[src/rtl/debug_rom_pipe.sv]
// Pipelined, parametrised debug ROM with req/gnt request handshake, credit-based
// flow control and a back-pressured rvalid/rready response FIFO.
module debug_rom_pipe #(
  parameter int unsigned                DataWidth = 64,
  parameter int unsigned                Depth     = 19,
  parameter int unsigned                AddrWidth = 64,
  parameter int unsigned                Latency   = 1,
  parameter logic [Depth*DataWidth-1:0] Init      = '0
) (
  input  logic                 clk_i,
  input  logic                 rst_ni,
  input  logic                 req_i,
  input  logic [AddrWidth-1:0] addr_i,
  output logic                 gnt_o,
  output logic                 rvalid_o,
  input  logic                 rready_i,
  output logic [DataWidth-1:0] rdata_o,
  output logic                 rerror_o
);

  localparam int unsigned OffW      = $clog2(DataWidth / 8);
  localparam int unsigned FifoDepth = Latency + 1;
  localparam int unsigned CntW      = $clog2(Latency + 2);
  localparam int unsigned PtrW      = $clog2(FifoDepth);
  localparam int unsigned FCntW     = $clog2(FifoDepth + 1);

  // Address decode
  logic [7:0]           idx;
  logic                 hi_err;
  logic                 dec_err;
  logic [DataWidth-1:0] rom_word;
  logic [DataWidth-1:0] dec_data;

  assign idx = addr_i[OffW +: 8];

  if (AddrWidth > OffW + 8) begin : g_hi
    assign hi_err = |addr_i[AddrWidth-1:OffW+8];
  end else begin : g_no_hi
    assign hi_err = 1'b0;
  end

  assign dec_err = ({1'b0, idx} >= 9'(Depth)) || (|addr_i[OffW-1:0]) || hi_err;

  always_comb begin
    rom_word = '0;
    for (int unsigned i = 0; i < Depth; i++) begin
      if (idx == 8'(i)) rom_word = Init[i*DataWidth +: DataWidth];
    end
  end

  assign dec_data = dec_err ? '0 : rom_word;

  // Each accepted request holds a credit until its response is popped, so the
  // FIFO can never receive more than Latency+1 entries.
  logic [CntW-1:0] cnt;
  logic            accept;
  logic            pop;
  logic            push;

  assign gnt_o  = rst_ni && (cnt < CntW'(Latency + 1));
  assign accept = req_i && gnt_o;
  assign pop    = rvalid_o && rready_i;

  always_ff @(posedge clk_i) begin
    if (!rst_ni) begin
      cnt <= '0;
    end else if (accept && !pop) begin
      cnt <= cnt + CntW'(1);
    end else if (!accept && pop) begin
      cnt <= cnt - CntW'(1);
    end
  end

  // Read pipeline: advances unconditionally every cycle
  logic [Latency-1:0]   pv;
  logic [Latency-1:0]   pe;
  logic [DataWidth-1:0] pd [Latency];

  always_ff @(posedge clk_i) begin
    if (!rst_ni) begin
      pv <= '0;
      pe <= '0;
      for (int unsigned i = 0; i < Latency; i++) pd[i] <= '0;
    end else begin
      pv[0] <= accept;
      pe[0] <= dec_err;
      pd[0] <= dec_data;
      for (int unsigned i = 1; i < Latency; i++) begin
        pv[i] <= pv[i-1];
        pe[i] <= pe[i-1];
        pd[i] <= pd[i-1];
      end
    end
  end

  assign push = pv[Latency-1];

  // Response FIFO
  logic [DataWidth-1:0] fd [FifoDepth];
  logic [FifoDepth-1:0] fe;
  logic [PtrW-1:0]      wp;
  logic [PtrW-1:0]      rp;
  logic [FCntW-1:0]     fcnt;
  logic                 full;

  assign full = (fcnt == FCntW'(FifoDepth));

  always_ff @(posedge clk_i) begin
    if (push) begin
      fd[wp] <= pd[Latency-1];
      fe[wp] <= pe[Latency-1];
    end
  end

  always_ff @(posedge clk_i) begin
    if (!rst_ni) begin
      wp   <= '0;
      rp   <= '0;
      fcnt <= '0;
    end else begin
      if (push) wp <= (wp == PtrW'(FifoDepth - 1)) ? '0 : wp + PtrW'(1);
      if (pop)  rp <= (rp == PtrW'(FifoDepth - 1)) ? '0 : rp + PtrW'(1);
      if (push && !pop)      fcnt <= fcnt + FCntW'(1);
      else if (!push && pop) fcnt <= fcnt - FCntW'(1);
    end
  end

  assign rvalid_o = (fcnt != '0);
  assign rdata_o  = rvalid_o ? fd[rp] : '0;
  assign rerror_o = rvalid_o && fe[rp];

  a_no_overflow: assert property (@(posedge clk_i) disable iff (!rst_ni) !(push && full));

endmodule

[config.mk]
export PLATFORM = sky130hd
export DESIGN_NAME = debug_rom_pipe
export DESIGN_NICKNAME = d
export VERILOG_FILES = /design/src/rtl/debug_rom_pipe.sv
export SDC_FILE = /design/constraint.sdc
export NUM_CORES = 1
export LEC_CHECK = 0
export ABC_AREA = 1
export CORE_MARGIN = 8
export CORE_UTILIZATION = 27
export CTS_BUF_LIST = sky130_fd_sc_hd__clkbuf_8
export DETAILED_ROUTE_END_ITERATION = 6
export PLACE_DENSITY = 0.88
export SLEW_MARGIN = 20
export SYNTH_ARGS = -nofsm -noshare
export SYNTH_HDL_FRONTEND = slang
export SYNTH_SLANG_ARGS = --single-unit
[constraint.sdc]
create_clock -name clk_i -period 1.7 [get_ports clk_i]
set_input_delay 0.51 -clock clk_i [delete_from_list [all_inputs] [get_ports clk_i]]
set_output_delay 0.51 -clock clk_i [all_outputs]
set_load 0.005 [all_outputs]
==> results of run 1 <==
-- what timing repair did --
action | in CTS | in global routing
pin swaps | 1 | 2
endpoints found under the setup margin | 5 | 6
buffers inserted | 0 | 0
resized for setup | 7 | 6
-- per-stage QoR --
stage | total power [mW] | utilization (%) | area, sq um | cells | worst slack, ns
6_report | 1.20 | 44.0 | 1770 | 299 | 0.0661
5_1_grt | 1.30 | 44.0 | 1770 | 299 | 0.00832
4_1_cts | 1.18 | 43.2 | 1740 | 299 | 0.000758
3_5_place_dp | 0.870 | 41.7 | 1680 | 295 | -0.550
3_3_place_gp | 0.847 | 41.7 | 1680 | 295 | -0.551
2_1_floorplan | 0.684 | - | 1370 | 235 | 0.267
-- worst max path at each step --
stage | to | cells past startpoint | from | slack, ns
4_1_cts | rvalid_o | 3 | fcnt[0] | 0.0008
6_report | cnt[1] | 7 | rready_i | 0.07
2_1_floorplan | cnt[1] | 6 | req_i | 0.27
5_1_grt | fcnt[1] | 7 | rready_i | 0.008
3_5_place_dp | gnt_o | 4 | rst_ni | -0.55
3_3_place_gp | gnt_o | 4 | rst_ni | -0.55
-- registers in the layout (all words and copies together), names as in the netlist --
signal / flops
push: 1
pe: 1
cnt: 2
fe: 2
fcnt: 2
rp: 1
wp: 1
-- cell type report --
cell class	instances	area (sq um)	share of cell area [%]
multi-input combinational	152	669	37.8
timing repair buffer	74	728	41.1
clock buffer	4	55.1	3.11
sequential	10	223	12.6
inverter	9	33.8	1.91
tap	50	62.6	3.53
-- cells by family (layout without fill, tap and decap cells) --
group,Yosys count,after routing
AOI/OAI and AO/OA,14,14
xor gates and xnor gates,1,1
and+or+nand+nor,71,71
DFF,10,10
other,1,64
adders and majority gates,2,2
buffers and inverters,73,87
-- power by group through the flow --
stage	sequential, mW	clock [mW]	combinational [mW]
finish	0.354	0.297	0.554
global route	0.363	0.323	0.618
CTS	0.353	0.308	0.521
detailed placement	0.346	0	0.524
global placement	0.343	0	0.504
floorplan	0.337	0	0.347
-- layer usage --
metal  vias up  part of all wire, %  track usage [%]
li1        557                    -                -
met1       477                   31             8.52
met2        58                   61             18.8
met3         3                  7.6             2.43
met4         0                 0.83             3.21
met5         -                    0                0
-- placed cells by master (no fill, tap or decap), types with 2 or more instances in the layout --
master,synthesis,routed
a21oi_1,7,7
buf_4,64,4
clkbuf_8,0,4
clkdlybuf4s50_1,0,65
conb_1,1,64
dfxtp_1,8,6
dfxtp_2,0,2
dlygate4sd2_1,0,2
dlymetal6s2s_1,0,2
edfxtp_1,2,2
ha_4,0,2
inv_1,6,6
inv_2,3,3
nand2_1,21,21
nor2_1,41,41
nor3_1,2,2
o21ai_0,2,2
o21ai_1,4,4
==> summary.txt, run 1 <==
Outcome
  – Outcome: complete, no violations

Synth
  – Mux contribution to synthesized area: 0%
  – Post-synthesis compound-gate area fraction: between 6 and 7%
  – Post-synth EDFFs: 2
  – Synthesized instance count: 172
  – Post-synthesis simple-gate area fraction: 25.3%
  – Cell Area, Synth: 1130 sq um
  – Sequential-to-total area share from yosys stat: 19.4%
  – Synth top area share: a little over two fifths
  – Most frequent cell after synthesis: buf_4
  – Asr flop ratio synth: 0%
  – Synthesized area per cell: 6.58 sq um
  – Top cells by instance count after synthesis: buf_4 (64), nor2_1 (41), nand2_1 (21), dfxtp_1 (8), a21oi_1 (7)
  – Count of unique library cells instantiated by Yosys: 21
  – Post-Synth Adder-Cell Area: between 2 and 2.5%
  – Ys flop type: dfxtp_1
  – Area contributors post-synth: buf_4 (42%), dfxtp_1 (14%), nor2_1 (14%), nand2_1 (7.0%), edfxtp_1 (5.3%)
  – Synth area leader: buf_4
  – FF+latch count, synth: 10
  – Synth Area in XOR/XNOR: less than 1%
  – Main combinational cell family by area after synthesis: buffers and inverters
  – Ys Warns: 0

Detailed routing
  – Drt pass-1 iters: 3
  – Vias per inst: 3.66
  – Routed wire length: 3390 um
  – DRC violation total after the first TritonRoute iteration: 21
  – Post-route antenna net violation count: 0
  – Vias: approximately 1100
  – Routed wire per std cell: approximately 11 um
  – DRC: 0

Placed design
  – GPL Wtd Cong: just under 0.8
  – I/O Buffers: 70
  – Hpwl dp: 3150 um

Global route
  – GRT overflow: 0
  – First-pass GRT wire length: 4950 um
  – Number of global-route vias before repair: about 1200
  – Largest net degree at the start of global routing: 7
  – Total GRT Usage: 9.26%
  – Initial antenna violation count: 0

Final layout
  – Fillcell total: 411
  – NumNets Final: 320
  – Synthesis-to-layout area growth: 56.5%
  – ANT cells: 0
  – Ratio of cells with drive above 1 in the final layout: 8.03%

Power
  – Clk pwr share: between 20% and 30%
  – Sequential share of power: between 20% and 30%
  – Pwr/cell area: 680 nW/um^2
  – P_sw: 0.380 mW
  – VDD IR max: 262 uV
  – P_int: a little over 0.8 mW
  – Leakage power: 0.821 nW
  – Sw frac: 31.6%
  – Gate power share: 45.9%

Die
  – # rows: 23
  – I/O pin total: 135
  – Initial Util: 28.1%
  – Die Footprint: 6520 sq um
  – Core Area: 4030 sq um
  – Die width: 80.8 um
  – Die Y: 80.8 um

Hold path
  – Worst Hold Launch: pe
  – Hold Path Stages: 0
  – Worst hold path type: reg2reg
  – Hold Crit Endpoint: fe[1]

Setup path
  – Slack of the worst reg-to-reg path: 0.34 ns
  – Crit. End Element: flop
  – Critical path launch point type: input port
  – FF-to-FF path depth: 8
  – Crit path DAT: 1.76 ns
  – R2R Path Start: fcnt[0]
  – Critical path buffers and inverters: 1
  – Worst r2r dst: cnt[1]
  – Data required, critical path: approximately 1.8 ns
  – Max stage delay on crit path: ~0.47 ns
  – CP Cell Sequence: clkdlybuf4s50_1 -> nand2_2 -> ha_4 -> a21oi_2 -> o21ai_1 -> xor2_1 -> nor2_1
  – Crit-path slowest cell: clkdlybuf4s50_1
  – Kind of critical path: in2reg
  – Largest fanout on the critical path: 4
  – CP top delay family: buffers and inverters

Timing
  – Clock Skew: 0.00526 ns
  – Fin. Hold Viols: 0
  – Finish-stage setup viols: 0
  – Hold WS: roughly 0.45 ns
  – Peak Freq: 612 MHz
  – Setup TNS Final: 0 ns
  – Final count of pins violating max slew: 0
  – RSZ-0062 raised after global routing: no
  – Part of the cycle the worst path needs: between 90% and 100%
  – Min Tclk post-route: 1.63 ns

Clock tree
  – # hold bufs at CTS: 0
  – Clock root cell: clkbuf_8
  – Clock Path Buffers: 2
  – Max H-tree Level: 1
  – CTS Buf Count: 3
  – Worst skew pair latency: approximately 0.24 ns
  – Sinks on Clock Net: 10
  – CTS tree: yes
  – Worst-path clk slew: 0.05 ns

Run
  – Max-cap violations: 0
Power figures use the tool's default switching activity.
==> run 2: changes to the inputs <==
REMOVE_ABC_BUFFERS = 1   (was not set)
clock period = 1.55 ns   (was 1.7 ns; I/O delays follow)
==> run 2 against run 1 <==
  * Sequential share of layout area rose by 0.081 points
  * First-iteration DRC count fell by 4.8%
  * Clock skew fell by 0.0038 ns
  * Largest power group unchanged
  * Setup slack improved by 0.017 ns
  * Sequential cell count did not move
  * Die area did not move
==> summary.txt, run 2 (synthesis gave the netlist of run 1 again) <==
Outcome
  – Outcome: complete, no violations

Global route
  – GRT overflow: 0 (unchanged)
  – First-pass GRT wire length: 4950 um (unchanged)
  – Largest net degree at the start of global routing: 7 (unchanged)
  – Initial antenna violation count: 0 (unchanged)
  – Number of global-route vias before repair: 1061 (-11%)
  – Total GRT Usage: 9.61% (+0.34 points)

Clock tree
  – CTS tree: yes
  – Clock root cell: clkbuf_8
  – Max H-tree Level: 1 (unchanged)
  – CTS Buf Count: 3 (unchanged)
  – Sinks on Clock Net: 10 (unchanged)
  – Worst-path clk slew: 0.05 ns (about the same)
  – Clock Path Buffers: 2 (unchanged)
  – Worst skew pair latency: 0.23 ns (about the same)
  – # hold bufs at CTS: 0 (unchanged)

Hold path
  – Hold Path Stages: 0 (unchanged)
  – Worst hold path type: reg2reg

Setup path
  – Crit-path slowest cell: dfxtp_1
  – Data required, critical path: 1.08 ns (-0.75 ns)
  – Crit. End Element: output port
  – FF-to-FF path depth: 8 (unchanged)
  – Critical path buffers and inverters: 2 (+1)
  – Largest fanout on the critical path: 2 (-2)
  – Kind of critical path: reg2out
  – Critical path launch point type: flop
  – CP top delay family: buffers and inverters
  – CP Cell Sequence: inv_1 -> nand2_1 -> a21oi_1 -> dlygate4sd2_1
  – Slack of the worst reg-to-reg path: 0.18 ns (-0.16 ns)
  – Crit path depth: 4 (-3)
  – Max stage delay on crit path: 0.30 ns (-0.17 ns)
  – Crit path DAT: 1.00 ns (-0.76 ns)

Detailed routing
  – Post-route antenna net violation count: 0 (unchanged)
  – Routed wire length: 3410 um (+0.65%)
  – Drt pass-1 iters: 4 (+1)
  – Vias per inst: 3.53 (-3.6%)
  – Vias: 1052 (-3.9%)
  – DRC: 0 (unchanged)
  – DRC violation total after the first TritonRoute iteration: 20 (-4.8%)
  – Routed wire per std cell: 11.4 um (+0.99%)

Final layout
  – Synthesis-to-layout area growth: 54.6%
  – Commonest cells after routing, fill and taps aside: conb_1 (64), clkdlybuf4s50_1 (64), nor2_1 (41), nand2_1 (21)
  – Fillcell total: 410 (-0.24%)
  – ANT cells: 0 (unchanged)
  – Top flop regs: cnt x2, fcnt x2, fe x2
  – NumNets Final: 319 (-0.31%)
  – Ratio of cells with drive above 1 in the final layout: 7.26% (-0.77 points)
  – Non-Filler Instances: 298 (-0.33%)

Die
  – Die width: 80.8 um (unchanged)
  – # rows: 23 (unchanged)
  – I/O pin total: 135 (unchanged)
  – Core Area: 4030 sq um (unchanged)
  – Die Y: 80.8 um (unchanged)
  – Die Footprint: 6520 sq um (unchanged)
  – Initial Util: 28.1% (unchanged)

Timing
  – Finish-stage setup viols: 0 (unchanged)
  – Post-layout worst setup margin: 0.0832 ns (+0.0171 ns)
  – Clock Skew: 0.00148 ns (-0.00378 ns)
  – Final count of pins violating max slew: 0 (unchanged)
  – Peak Freq: 682 MHz
  – Fin. Hold Viols: 0 (unchanged)
  – Min Tclk post-route: roughly 1.5 ns
  – Hold WS: 0.429 ns (-0.0192 ns)
  – Part of the cycle the worst path needs: roughly 95%
  – RSZ-0062 raised after global routing: no

Placed design
  – I/O Buffers: 70 (unchanged)
  – DP Worst Slack: -0.502 ns (+0.0480 ns)
  – Inst Count DP: 294 (-0.34%)
  – GPL Wtd Cong: 0.699 (-9.4%)
  – Hpwl dp: 3100 um (-1.8%)

Power
  – VDD IR max: 293 uV (+12%)
  – Leakage power: 0.802 nW (-2.3%)
  – Pwr/cell area: 703 nW/um^2 (+3.4%)

Run
  – Max-cap violations: 0 (unchanged)
==> run 2: stage by stage <==
stage / TNS, ns / area (sq um) / total power, mW / util, %
after detailed placement: -1.77 / 1670 / 0.925 / 41.6
final: 0 / 1750 / 1.23 / 43.4
after floorplan: 0 / 888 / 0.633 / -
after global placement: -1.66 / 1670 / 0.908 / 41.6
after global routing: 0 / 1750 / 1.34 / 43.4
after CTS: 0 / 1740 / 1.22 / 43.3
==> run 2: cell type report <==
cell class | count | area (sq um) | area share, %
Clock inverter | 1 | 3.75 | 0.214
Timing Repair Buffer | 73 | 719 | 41.1
Sequential cell | 10 | 221 | 12.7
Clock buffer | 3 | 41.3 | 2.36
Multi-Input combinational cell | 152 | 668 | 38.2
Inverter | 9 | 33.8 | 1.93
Tap cell | 50 | 62.6 | 3.57
==> run 2: layer usage <==
layer | global-route usage, % | part of all wire (%)
met1 | 8.85 | 33
met2 | 19.7 | 61
met3 | 1.99 | 5.6
met4 | 3.75 | 0.65
met5 | 0 | 0
==> run 2: timing repair <==
item	in CTS	in global routing
endpoints found under the hold margin	0	0
resized for setup	13	2
buffers inserted	0	0
pin swaps	3	2
endpoints found under the setup margin	6	1
==> run 2: path summary, 6_finish.rpt <==
check | from | end
min | pe | fe[1]
min reg2reg | pe | fe[1]
max | rp | rerror_o
max reg2reg | fcnt[1] | fcnt[1]
==> run 2: report_power, final <==
| group | internal, mW | switching, mW |
|---|---|---|
| clock | 0.173 | 0.0987 |
| combinational | 0.322 | 0.260 |
| sequential | 0.333 | 0.0438 |
| total | 0.829 | 0.402 |
